--- config.mk ---
export PLATFORM = sky130hd
export DESIGN_NAME = bin_to_bcd_seq
export DESIGN_NICKNAME = d
export VERILOG_FILES = /design/src/rtl/bcd_pkg.sv /design/src/rtl/bcd_add3.sv /design/src/rtl/bin_to_bcd_seq.sv
export SDC_FILE = /design/constraint.sdc
export NUM_CORES = 1
export LEC_CHECK = 0
export BUFFER_PORTS_ARGS = -buffer_cell sky130_fd_sc_hd__buf_2
export CAP_MARGIN = 20
export CORE_MARGIN = 5
export CORE_UTILIZATION = 55
export DETAILED_ROUTE_END_ITERATION = 12
export HOLD_SLACK_MARGIN = 0.08
export PLACE_DENSITY = 0.8
export SYNTH_ARGS = -nofsm -noshare
export SYNTH_HDL_FRONTEND = slang
export SYNTH_HIERARCHICAL = 1
export SYNTH_SLANG_ARGS = --single-unit
--- constraint.sdc ---
create_clock -name clk -period 3.9 [get_ports clk]
set_clock_uncertainty 0.2 [all_clocks]
set_input_delay 0.585 -clock clk [delete_from_list [all_inputs] [get_ports clk]]
set_output_delay 0.585 -clock clk [all_outputs]
set_load 0.03 [all_outputs]
--- src/rtl/bcd_pkg.sv ---
// Shared definitions for the sequential binary-to-BCD converter:
// FSM state encoding, BCD digit width and a constant clog2 helper.
package bcd_pkg;

  localparam int BCD_DIGIT_W = 4;

  typedef enum logic [1:0] {
    ST_IDLE  = 2'd0,
    ST_SHIFT = 2'd1,
    ST_DONE  = 2'd2
  } state_e;

  // Ceiling log2 for elaboration-time sizing; clog2(1) = 0.
  function automatic int clog2(input int value);
    int r;
    r = 0;
    for (int i = 0; i < 32; i++) begin
      if ((64'd1 << i) < 64'(value)) r = i + 1;
    end
    return r;
  endfunction

endpackage

--- src/rtl/bcd_add3.sv ---
// Double-dabble digit correction: a BCD digit of 5 or more gets 3 added
// so that the following left shift carries correctly into the next digit.
module bcd_add3
  import bcd_pkg::*;
(
  input  logic [BCD_DIGIT_W-1:0] digit_i,
  output logic [BCD_DIGIT_W-1:0] digit_o
);

  assign digit_o = (digit_i >= 4'd5) ? digit_i + 4'd3 : digit_i;

endmodule

--- src/rtl/bin_to_bcd_seq.sv ---
// Sequential double-dabble converter: one bit per clock, valid/ready on both
// sides, sticky overflow when the value does not fit in NDIG digits.
module bin_to_bcd_seq
  import bcd_pkg::*;
#(
  parameter int BIN_W = 6,
  parameter int NDIG  = 2
) (
  input  logic                        clk,
  input  logic                        rst,
  input  logic                        in_valid,
  output logic                        in_ready,
  input  logic [BIN_W-1:0]            bin,
  output logic                        out_valid,
  input  logic                        out_ready,
  output logic [BCD_DIGIT_W*NDIG-1:0] bcd,
  output logic                        ovf,
  output logic [NDIG-1:0]             lz_mask
);

  localparam int ACC_W = BCD_DIGIT_W * NDIG;
  localparam int CNT_W = clog2(BIN_W + 1);

  if (BIN_W < 1 || BIN_W > 32) begin : g_bad_bin_w
    $error("bin_to_bcd_seq: BIN_W=%0d outside 1..32", BIN_W);
  end
  if (NDIG < 1 || NDIG > 10) begin : g_bad_ndig
    $error("bin_to_bcd_seq: NDIG=%0d outside 1..10", NDIG);
  end

  state_e            state_q, state_d;
  logic [CNT_W-1:0]  cnt_q, cnt_d;
  logic [BIN_W-1:0]  sh_q, sh_d;
  logic [ACC_W-1:0]  acc_q, acc_d;
  logic [ACC_W-1:0]  acc_adj;
  logic              ovf_q, ovf_d;
  logic [NDIG-1:0]   lz_q, lz_d;
  logic              upper_zero;

  for (genvar k = 0; k < NDIG; k++) begin : g_digit
    bcd_add3 u_add3 (
      .digit_i (acc_q[k*BCD_DIGIT_W +: BCD_DIGIT_W]),
      .digit_o (acc_adj[k*BCD_DIGIT_W +: BCD_DIGIT_W])
    );
  end

  // NOTE: every variable gets its hold value first so no path leaves it
  // unassigned; otherwise synthesis infers a latch.
  always_comb begin
    state_d    = state_q;
    cnt_d      = cnt_q;
    sh_d       = sh_q;
    acc_d      = acc_q;
    ovf_d      = ovf_q;
    lz_d       = lz_q;
    upper_zero = 1'b1;

    case (state_q)
      ST_IDLE: begin
        if (in_valid) begin
          sh_d    = bin;
          acc_d   = '0;
          ovf_d   = 1'b0;
          lz_d    = '0;
          cnt_d   = CNT_W'(BIN_W);
          state_d = ST_SHIFT;
        end
      end
      ST_SHIFT: begin
        // The digit-MSB pushed out of the accumulator is the overflow carry.
        {acc_d, sh_d} = {acc_adj[ACC_W-2:0], sh_q, 1'b0};
        ovf_d         = ovf_q | acc_adj[ACC_W-1];
        cnt_d         = cnt_q - CNT_W'(1);
        if (cnt_q == CNT_W'(1)) begin
          state_d = ST_DONE;
          for (int k = NDIG - 1; k >= 1; k--) begin
            upper_zero = upper_zero & (acc_d[k*BCD_DIGIT_W +: BCD_DIGIT_W] == '0);
            lz_d[k]    = upper_zero & ~ovf_d;
          end
          lz_d[0] = 1'b0;
        end
      end
      ST_DONE: begin
        if (out_ready) state_d = ST_IDLE;
      end
      default: state_d = ST_IDLE;
    endcase
  end

  // NOTE: flops use non-blocking assignments so every register samples
  // the pre-edge value of the others, matching real hardware.
  always_ff @(posedge clk) begin
    if (rst) begin
      // NOTE: the datapath registers are reset too, so nothing stale is
      // ever visible on bcd/ovf/lz_mask after a reset.
      state_q <= ST_IDLE;
      cnt_q   <= '0;
      sh_q    <= '0;
      acc_q   <= '0;
      ovf_q   <= 1'b0;
      lz_q    <= '0;
    end else begin
      state_q <= state_d;
      cnt_q   <= cnt_d;
      sh_q    <= sh_d;
      acc_q   <= acc_d;
      ovf_q   <= ovf_d;
      lz_q    <= lz_d;
    end
  end

  assign in_ready  = (state_q == ST_IDLE);
  assign out_valid = (state_q == ST_DONE);
  assign bcd       = acc_q;
  assign ovf       = ovf_q;
  assign lz_mask   = lz_q;

endmodule

==> metrics.txt, run 1 <==
run status complete, no violations; Net Sw Frac 28.1%; gpl congestion 0.791; Mapped Cells 125; Detailed Place HPWL 1500 um; Final Max Tran Viols 0; Hold Violations, Final 0; post-CTS sizing 0; Seq cells post-synth 21; share of cells above drive strength 1 20.4%; Port Buffers 21; sequential share of the synthesized area 38.1%; multi-input logic area 599 um2; cell taking the most area after synthesis dfxtp_1; drt initial violations 21; Distinct cells, synth 30; fin area 1210 um2; critical path cell sequence inv_1 > ha_1 > nand2b_1 > a21oi_2 > mux2i_1 > nor4_1 > o2111ai_1 > a21oi_1; P_int 0.290 mW; largest net degree at the start of global routing 22; met3 GRT Util 2.45%; Reg clk slew, reported paths 0.12 ns; Bufs and invs on worst path 1; WP data required 3.94 ns; met1 Use GR 22.6%; per-cell routed wire length 12.5 um; TNS Setup 0 ns; clock root cell clkbuf_4; Clock Tree Buf Depth 2; vias in the first global route 812; gr ovfl total 0; Reg power frac 58.6%; leak pwr 0.520 nW; Synth area leaders dfxtp_1 (38%), ha_1 (6.8%), nor2_1 (6.8%); Worst setup EP type flop; Psw 0.113 mW; Power Total 0.403 mW; Worst Setup Start Kind flop; worst reg2reg startpoint bcd[5]; Post-synth ARST share 0%; Clock Latency Late Sink 0.30 ns; # rows 16; height of the chip 54.8 um; synthesized area 1100 um2; share of Yosys cell area claimed by the top area cell type 38.1%; GR peak layer met2; critical path's largest stage delay 0.39 ns; Detailed Route WL 2120 um; Hold Crit Class flop to flop; Final ANT Viol Nets 0; initial antenna violation count 0; clk sinks 21; Storage cell area 420 um2; CP Launch Point bcd[5]; CTS tree done; area post-placement 1180 um2; Hold Buf Count CTS 0; first-pass GRT wire length 3710 um; RR Endpoint lz_mask[1]; Core Area 1940 um2; R2R cell count 8; post-route minimum period 2.02 ns; DRC viols 0; Setup CP Type flop to flop; drt first pass iters 4; fillers 180; Crit Path Max Fanout 4; die area 3000 um2; hold slack final 0.290 ns; count leader, synth dfxtp_1; ys flop type dfxtp_1; Pwr per Cell Area 334 nW/um2; reg2reg setup slack 1.88 ns; CP delay by family, top simple AND/OR/NAND/NOR gates; RSZ-0062 raised after global routing false; hold depth 2; DR vias 914; H-tree lvl count 1; Worst Max-Slew Pin Slew 0.841 ns; nets@finish 159; Die X 54.8 um; number of diodes 0; Post-CTS Setup Bufs 0; Ys Warns 6; critical path arrival 2.06 ns; Commonest cells post-synth dfxtp_1 (21), nor2_1 (20), nand2_1 (9), a211oi_1 (8), a22oi_1 (8); GRT met2 Usage 27.4%; Setup violations, final 0; Post-synth EDFFs 0; Gate power share 15.6%; gr usage total 17.0%; instance count on the critical path 8; I/O pins 23; maximum clock frequency 496 MHz; net count after synthesis 141; slew margin rel. 43.8%; P&R area growth vs syn 9.52%; Final period util 51.7%; end point of the critical path lz_mask[1]; Max-cap violations 0; CTS Buf Count 3; Syn Area/Cell 8.83 um2; Worst VDD drop 0.199 mV; Vias per Instance 5.41; starting density of the core 56.8%; Slowest-stage cell, CP dfxtp_1; Clock Power Share 25.9%
## tightest hold or removal path: stages, from the launching register on
cell and delay [ns]:
dfxtp_1 0.33, nand3b_1 0.07, a21oi_1 0.06
## cells by family after synthesis
logic type / after synthesis / share of synthesized area [%]
xor+xnor: 2 / 1.59
buf+inv: 14 / 7.60
compound gates: 32 / 20.5
other cells: 1 / 0.340
flops: 21 / 38.1
fa+ha+maj: 6 / 6.80
mux: 7 / 6.35
simple gates: 42 / 18.7
## worst min path at each step
stage               start          to  slack (ns)
6_report       lz_mask[1]  lz_mask[1]        0.29
3_3_place_gp          ovf         ovf        0.27
3_5_place_dp   lz_mask[1]  lz_mask[1]        0.28
4_1_cts        lz_mask[1]  lz_mask[1]        0.30
5_1_grt        lz_mask[1]  lz_mask[1]        0.33
2_1_floorplan     sh_q[0]     sh_q[0]        0.25
## through the flow
step	instances	worst slack [ns]	util, %
after floorplan	125	1.88	-
after CTS	169	1.87	62.2
after global placement	165	1.93	60.8
after detailed placement	165	1.91	60.8
after global routing	169	1.66	62.2
final	169	1.88	62.2
## cells in the final DEF (no fill, tap or decap), drive strengths merged, types with 6 or more instances in the layout
cell,instances
nor2,20
ha,6
nand2,9
buf,21
a211oi,8
mux2i,7
o21ai,6
a22oi,8
inv,6
dfxtp,21
## state kept, by name, summed over array words and instances (netlist names)
| name | cells |
|---|---|
| bcd | 8 |
| state_q | 2 |
| cnt_q | 3 |
| ovf | 1 |
| lz_mask | 1 |
| sh_q | 6 |
## final cells by class
type	instances	area share [%]
multi-input cells	90	49.6
flip-flops and latches	21	34.8
repair buffers	21	8.70
well taps	27	2.80
clock buffers	3	1.86
inverters	6	1.86
clock inverters	1	0.414
## power by group through the flow
stage | clock network (mW) | logic [mW] | registers [mW]
final | 0.104 | 0.0627 | 0.236
after global routing | 0.112 | 0.0705 | 0.239
after CTS | 0.106 | 0.0631 | 0.236
after detailed placement | 0 | 0.0626 | 0.241
after global placement | 0 | 0.0602 | 0.240
after floorplan | 0 | 0.0553 | 0.240
## metal layers
metal  part of all wire (%)  up-vias
li1                       -      470
met1                     47      425
met2                     47       15
met3                    4.5        4
met4                    1.1        0
met5                      0        -
Power figures use the tool's default switching activity.
==> inputs of run 2 (changes only) <==
--- a/config.mk
+++ b/config.mk
@@ -5,13 +5,14 @@
 export SDC_FILE = /design/constraint.sdc
 export NUM_CORES = 1
 export LEC_CHECK = 0
+export ABC_AREA = 1
 export BUFFER_PORTS_ARGS = -buffer_cell sky130_fd_sc_hd__buf_2
 export CAP_MARGIN = 20
 export CORE_MARGIN = 5
-export CORE_UTILIZATION = 55
+export CORE_UTILIZATION = 49
 export DETAILED_ROUTE_END_ITERATION = 12
 export HOLD_SLACK_MARGIN = 0.08
-export PLACE_DENSITY = 0.8
+export PLACE_DENSITY = 0.74
 export SYNTH_ARGS = -nofsm -noshare
 export SYNTH_HDL_FRONTEND = slang
 export SYNTH_HIERARCHICAL = 1
==> constraint.sdc (replaced) <==
create_clock -name clk -period 1.81 [get_ports clk]
set_clock_uncertainty 0.2 [all_clocks]
set_input_delay 0.2715 -clock clk [delete_from_list [all_inputs] [get_ports clk]]
set_output_delay 0.2715 -clock clk [all_outputs]
set_load 0.03 [all_outputs]
==> run 2 against run 1 <==
  * Synthesized area rose by 13%
  * Non-clock buffer count rose by 4
  * Die area rose by 22%
  * Clock power rose by 110%
  * Cell count rose by 43%
  * Setup slack got worse by 1.7 ns
==> metrics.txt, run 2 <==
RSZ-0062 raised after global routing false; most frequent cells in the layout nand2_1 (61), nor2_1 (27), inv_1 (21), buf_2 (21), dfxtp_1 (18); post-route minimum period 1.65 ns (-0.368 ns); H-tree lvl count 1 (unchanged); Distinct cells, synth 18 (-40%); cell taking the most area after synthesis dfxtp_1; gpl congestion 0.827 (+4.5%); count leader, synth nand2_1; Post-synth ARST share 0% (unchanged); clock root cell clkbuf_4; drt first pass iters 4 (unchanged); synthesized area 1250 um2 (+13%); Seq cells post-synth 21 (unchanged); worst reg2reg startpoint bcd[5]; per-cell routed wire length 10.5 um (-16%); Net Sw Frac 29.7% (+1.6 points); hold depth 5 (+3); P&R area growth vs syn 12.3%; die area 3660 um2 (+22%); post-synthesis compound-gate area fraction 14.5% (-6.0 points); first-pass GRT wire length 4530 um (+22%); Worst VDD drop 0.552 mV (+180%); largest family of logic cells by synthesized area simple AND/OR/NAND/NOR gates; Vias per Instance 4.86 (-10%); drt initial violations 36 (+71%); CTS tree done; max reg flops 8 (unchanged); share of cells above drive strength 1 22.2% (+1.7 points); P_int 0.636 mW (+120%); leak pwr 0.649 nW (+25%); Clock Power Share 24.5% (-1.4 points); Setup CP Type flop to flop; Final Max Tran Viols 0 (unchanged); Commonest cells post-synth nand2_1 (61), nor2_1 (27), dfxtp_1 (21), inv_1 (21), a21oi_1 (13); leading cell type in the layout, fill and taps excluded nand2_1; Gate power share 19.7% (+4.1 points); vias in the first global route 1112 (+37%); starting density of the core 50.9% (-5.9 points); Reg clk slew, reported paths 0.11 ns (about the same); sequential share of the synthesized area 33.6% (-4.5 points); Post-synth EDFFs 0 (unchanged); simple-gate area share of the yosys netlist 33.5% (+15 points); Worst setup EP type flop; share of Yosys cell area claimed by the top area cell type 33.6% (-4.5 points); Die X 60.5 um (+10%); Synth Area in Adders 6.01% (-0.80 points); Ys Warns 6 (unchanged); Psw 0.269 mW (+140%); TNS Setup 0 ns (unchanged); Syn Area/Cell 6.61 um2 (-25%); CTS Buf Count 3 (unchanged); largest net degree at the start of global routing 16 (-27%); net count after synthesis 205 (+45%); Detailed Place HPWL 1970 um (+32%); Post-CTS Setup Bufs 0 (unchanged); Worst Setup Start Kind flop; Hold Violations, Final 0 (unchanged); fillers 257 (+43%); Final ANT Viol Nets 0 (unchanged); Synth area leaders dfxtp_1 (34%), nand2_1 (18%), nor2_1 (8.1%); Setup violations, final 0 (unchanged); gr ovfl total 0 (unchanged); Detailed Route WL 2550 um (+21%); initial antenna violation count 0 (unchanged); clk sinks 21 (unchanged); nets@finish 229 (+44%); Clock Tree Buf Depth 2 (unchanged); Crit Path Max Fanout 5 (+1); dpl cells 236 (+43%); ys flop type dfxtp_1; # rows 18 (+2); Pwr per Cell Area 644 nW/um2 (+93%); DRC viols 0 (unchanged); Reg power frac 55.7% (-2.9 points); number of diodes 0 (unchanged); critical path arrival 1.65 ns (-0.41 ns); Clock Latency Late Sink 0.29 ns (about the same); Final period util 91.1% (+39 points); Core Area 2450 um2 (+26%); reg2reg setup slack 0.16 ns (-1.72 ns); maximum clock frequency 607 MHz (+22%); Hold Path End sh_q[1]; height of the chip 60.5 um (+10%); worst min-delay path startpoint bin[1]; DR vias 1175 (+29%); RR Endpoint lz_mask[1]; run status complete, no violations; WP data required 1.82 ns (-2.12 ns); Mapped Cells 189 (+51%); Max-cap violations 0 (unchanged); mux cell area share after synthesis 0% (-6.3 points); Hold Crit Class primary input to flop; R2R cell count 12 (+4); final non-filler cell total 242 (+43%); I/O pins 23 (unchanged); gr usage total 15.9% (-1.1 points); Port Buffers 21 (unchanged); XOR/XNOR Fraction of Synth Area 0% (-1.6 points)
## run 2: cell types whose count changed after synthesis, moves of 3 or more
cell      previous run  this run
o21ai_0              4         7
nand3_1              0         4
mux2i_1              7         0
nand2b_1             5         0
nor2_1              20        27
inv_2                0         4
nor2_4               0         5
o21ai_2              0         3
inv_1                6        21
a211oi_1             8         0
a21oi_1              3        13
nand2_1              9        61
a22oi_1              8         0
## run 2: per-layer routing
layer	global-route usage, %	vias to the layer above	share of wire, %
met5	0	-	0
met1	18.3	530	44
met4	5.57	0	1.1
li1	-	626	-
met3	2.77	4	4.2
met2	29.3	15	50
## run 2: power groups by stage
| stage | clock (mW) | sequential, mW | combinational [mW] |
|---|---|---|---|
| 4_1_cts | 0.228 | 0.506 | 0.180 |
| 3_3_place_gp | 0 | 0.515 | 0.170 |
| 3_5_place_dp | 0 | 0.516 | 0.176 |
| 2_1_floorplan | 0 | 0.519 | 0.141 |
| 5_1_grt | 0.250 | 0.509 | 0.205 |
| 6_report | 0.222 | 0.504 | 0.178 |
## run 2: critical path, cell delays in order, from the launching register on
cell     delay [ns]
dfxtp_2        0.38
inv_1          0.08
ha_1           0.18
nand2_1        0.07
nand2_2        0.07
nor2_4         0.14
nand2_1        0.08
o21ai_2        0.06
nor2_1         0.06
nand2_1        0.05
nor2_1         0.04
nor2_1         0.09
nor2_1         0.04
## run 2: per-stage QoR
step / setup slack, ns / hold WS (ns) / cell area (um2) / power (mW) / utilization (%)
floorplan: 0.00571 / 0.141 / 1250 / 0.661 / -
global placement: 0.151 / 0.253 / 1350 / 0.685 / 55.1
detailed placement: 0.0860 / 0.261 / 1350 / 0.693 / 55.1
CTS: 0.0545 / 0.0848 / 1400 / 0.913 / 57.0
global route: 0.0109 / 0.0908 / 1400 / 0.965 / 57.2
finish: 0.162 / 0.0893 / 1400 / 0.905 / 57.2
## run 2: area by class of cell
cell class	instances	area, um2	area share [%]
multi-input cells	137	679	48.4
flip-flops and latches	21	427	30.4
repair buffers	25	140	9.98
inverters	25	93.8	6.68
well taps	30	37.5	2.67
clock buffers	4	26.3	1.87
## run 2: cells by family (layout without fill, tap and decap cells)
kind of cell | count (synthesis) | after routing
AND/OR/NAND/NOR | 99 | 99
AO/OA/AOI/OAI | 31 | 31
buffers and inverters | 31 | 54
flip-flops | 21 | 21
adder cells (fa/ha/maj) | 6 | 6
other | 1 | 1
## run 2: worst max path at each step
stage	end	slack, ns	cells past startpoint	from
after floorplan	lz_mask[1]	0.006	12	bcd[5]
after CTS	lz_mask[1]	0.05	11	bcd[5]
after detailed placement	lz_mask[1]	0.09	11	bcd[5]
after global routing	lz_mask[1]	0.01	11	bcd[4]
final	lz_mask[1]	0.16	12	bcd[5]
after global placement	lz_mask[1]	0.15	10	bcd[0]
## run 2: what timing repair did
item,4_1_cts,5_1_grt
hold buffers,2,0
endpoints found under the hold margin,2,0
endpoints found under the setup margin,0,1
resized for setup,0,4
==> inputs of run 3 (changes only) <==
--- a/config.mk
+++ b/config.mk
@@ -13,6 +13,7 @@
 export DETAILED_ROUTE_END_ITERATION = 12
 export HOLD_SLACK_MARGIN = 0.08
 export PLACE_DENSITY = 0.74
+export REMOVE_ABC_BUFFERS = 1
 export SYNTH_ARGS = -nofsm -noshare
 export SYNTH_HDL_FRONTEND = slang
 export SYNTH_HIERARCHICAL = 1
==> run 3 against run 2 <==
  * Hold slack worse by 0.0070 ns
  * Critical endpoint unchanged
  * Non-clock buffer count is 4 higher
  * Combinational power is 4% higher
  * Setup slack worse by 0.040 ns
  * Register-to-register slack worse by 0.04 ns
  * Clock power is 5% higher
  * Largest cell class unchanged
  * Utilization is 1.7 points higher
  * Cell count is 1.7% higher
  * Sequential power hardly changed
  * Wire length is 10% higher
==> metrics.txt, run 3 (same netlist as run 2, synthesis figures left out) <==
run status complete, no violations; Worst Setup Start Kind flop; Crit Path Max Fanout 5 (unchanged); end point of the critical path lz_mask[1]; CTS tree done; DRC viols 0 (unchanged); Port Buffers 21 (unchanged); share of cells above drive strength 1 25.0% (+2.8 points); Core Area 2450 um2 (unchanged); Worst setup EP type flop; H-tree lvl count 1 (unchanged); Worst VDD drop 0.461 mV (-17%); P_int 0.635 mW (about the same); gr usage total 17.0% (+1.1 points); I/O pins 23 (unchanged); Final period util 93.3% (+2.2 points); final non-filler cell total 246 (+1.7%); RR Endpoint lz_mask[1]; post-place setup slack 0.0418 ns (-0.0441 ns); DR vias 1231 (+4.8%); R2R cell count 12 (unchanged); Clock Tree Buf Depth 2 (unchanged); initial antenna violation count 0 (unchanged); number of diodes 0 (unchanged); Clock Latency Late Sink 0.31 ns (+0.02 ns); Net Sw Frac 30.8% (+1.1 points); leak pwr 0.670 nW (+3.2%); Setup CP Type flop to flop; Hold Violations, Final 0 (unchanged); Psw 0.283 mW (+5.4%); height of the chip 60.5 um (unchanged); dpl cells 238 (+0.85%); Pwr per Cell Area 635 nW/um2 (-1.5%); per-cell routed wire length 11.5 um (+8.7%); die area 3660 um2 (unchanged); Final Max Tran Viols 0 (unchanged); Gate power share 20.1% (+0.4 points); clock root cell clkbuf_4; clk sinks 21 (unchanged); Final ANT Viol Nets 0 (unchanged); drt initial violations 51 (+42%); Reg power frac 54.6% (-1.1 points); Clock Power Share 25.3% (+0.8 points); vias in the first global route 1190 (+7.0%); critical path arrival 1.71 ns (+0.06 ns); TNS Setup 0 ns (unchanged); largest net degree at the start of global routing 16 (unchanged); starting density of the core 50.9% (unchanged); Setup violations, final 0 (unchanged); area post-placement 1370 um2 (+1.0%); Detailed Place HPWL 2060 um (+4.4%); # rows 18 (unchanged); hold depth 5 (unchanged); Vias per Instance 5.00 (+3.1%); gr ovfl total 0 (unchanged); worst reg2reg startpoint bcd[5]; CTS Buf Count 3 (unchanged); post-route minimum period 1.69 ns (+0.0404 ns); leading cell type in the layout, fill and taps excluded nand2_1; CP Launch Point bcd[5]; maximum clock frequency 592 MHz (-2.4%); Power Total 0.919 mW (+1.5%); Hold Crit Class primary input to flop; Reg clk slew, reported paths 0.12 ns (about the same); Die X 60.5 um (unchanged); reg2reg setup slack 0.12 ns (-0.04 ns); Max-cap violations 0 (unchanged); Detailed Route WL 2820 um (+10%); max reg flops 8 (unchanged); RSZ-0062 raised after global routing false; P&R area growth vs syn 15.7%; WP data required 1.84 ns (+0.02 ns); nets@finish 233 (+1.7%); post-route setup slack 0.121 ns (-0.0404 ns); first-pass GRT wire length 4770 um (+5.5%); gpl congestion 0.910 (+10%); fin area 1450 um2 (+3.0%); most frequent cells in the layout nand2_1 (59), nor2_1 (27), buf_2 (21); drt first pass iters 4 (unchanged)
[run 3: cell types whose count changed in the layout (fill, tap and decap cells not counted), sizes merged]
| cell | previous run | this run |
|---|---|---|
| clkbuf | 4 | 3 |
| dlygate4sd3 | 2 | 3 |
| buf | 23 | 26 |
| clkinv | 0 | 1 |
[run 3: layout make-up]
type	count	area [um2]
Fill cell	245	1010
Multi-Input combinational cell	137	687
Sequential cell	21	428
Timing Repair Buffer	29	173
Inverter	25	93.8
Tap cell	30	37.5
Clock buffer	3	22.5
Clock inverter	1	5.00
[run 3: through the flow]
| stage | hold WS (ns) | utilization, % |
|---|---|---|
| floorplan | 0.134 | - |
| global placement | 0.260 | 55.7 |
| detailed placement | 0.266 | 55.7 |
| CTS | 0.0813 | 58.0 |
| global route | 0.102 | 58.9 |
| finish | 0.0823 | 58.9 |
[run 3: per-layer routing]
layer  track usage, %  up-vias  routed length, um  part of all wire (%)
met4             8.36        0                 56                   2.0
met5                0        -                  0                     0
met2             31.6       21               1450                    52
met3             2.77        7                109                   3.9
li1                 -      627                  -                     -
met1             18.5      576               1200                    43
[run 3: power groups by stage]
stage / registers [mW] / clock network, mW / logic [mW]
finish: 0.502 / 0.232 / 0.185
CTS: 0.505 / 0.238 / 0.186
global placement: 0.514 / 0 / 0.174
detailed placement: 0.515 / 0 / 0.180
global route: 0.506 / 0.266 / 0.214
floorplan: 0.519 / 0 / 0.117
[run 3: worst min-delay path by stage]
stage | from | end | slack [ns]
final | bin[1] | sh_q[1] | 0.08
after global routing | bin[1] | sh_q[1] | 0.10
after CTS | bin[1] | sh_q[1] | 0.08
after detailed placement | sh_q[0] | sh_q[0] | 0.27
after global placement | cnt_q[0] | cnt_q[0] | 0.26
after floorplan | rst | bcd[0] | 0.13
[run 3: critical path, stage by stage, from the launching register on]
cell     delay [ns]
dfxtp_4        0.39
inv_2          0.06
ha_1           0.18
nand2_1        0.08
nand2_2        0.08
nor2_4         0.18
nand2_2        0.08
nand2_2        0.09
nor2_1         0.05
nand2_1        0.06
nor2_1         0.04
nor2_1         0.10
nor2_1         0.04
[run 3: timing repair]
item	CTS	global route
hold buffers	3	0
endpoints found under the setup margin	0	1
buffers inserted	0	2
hold endpoints to repair	3	0
gates resized for setup	0	9
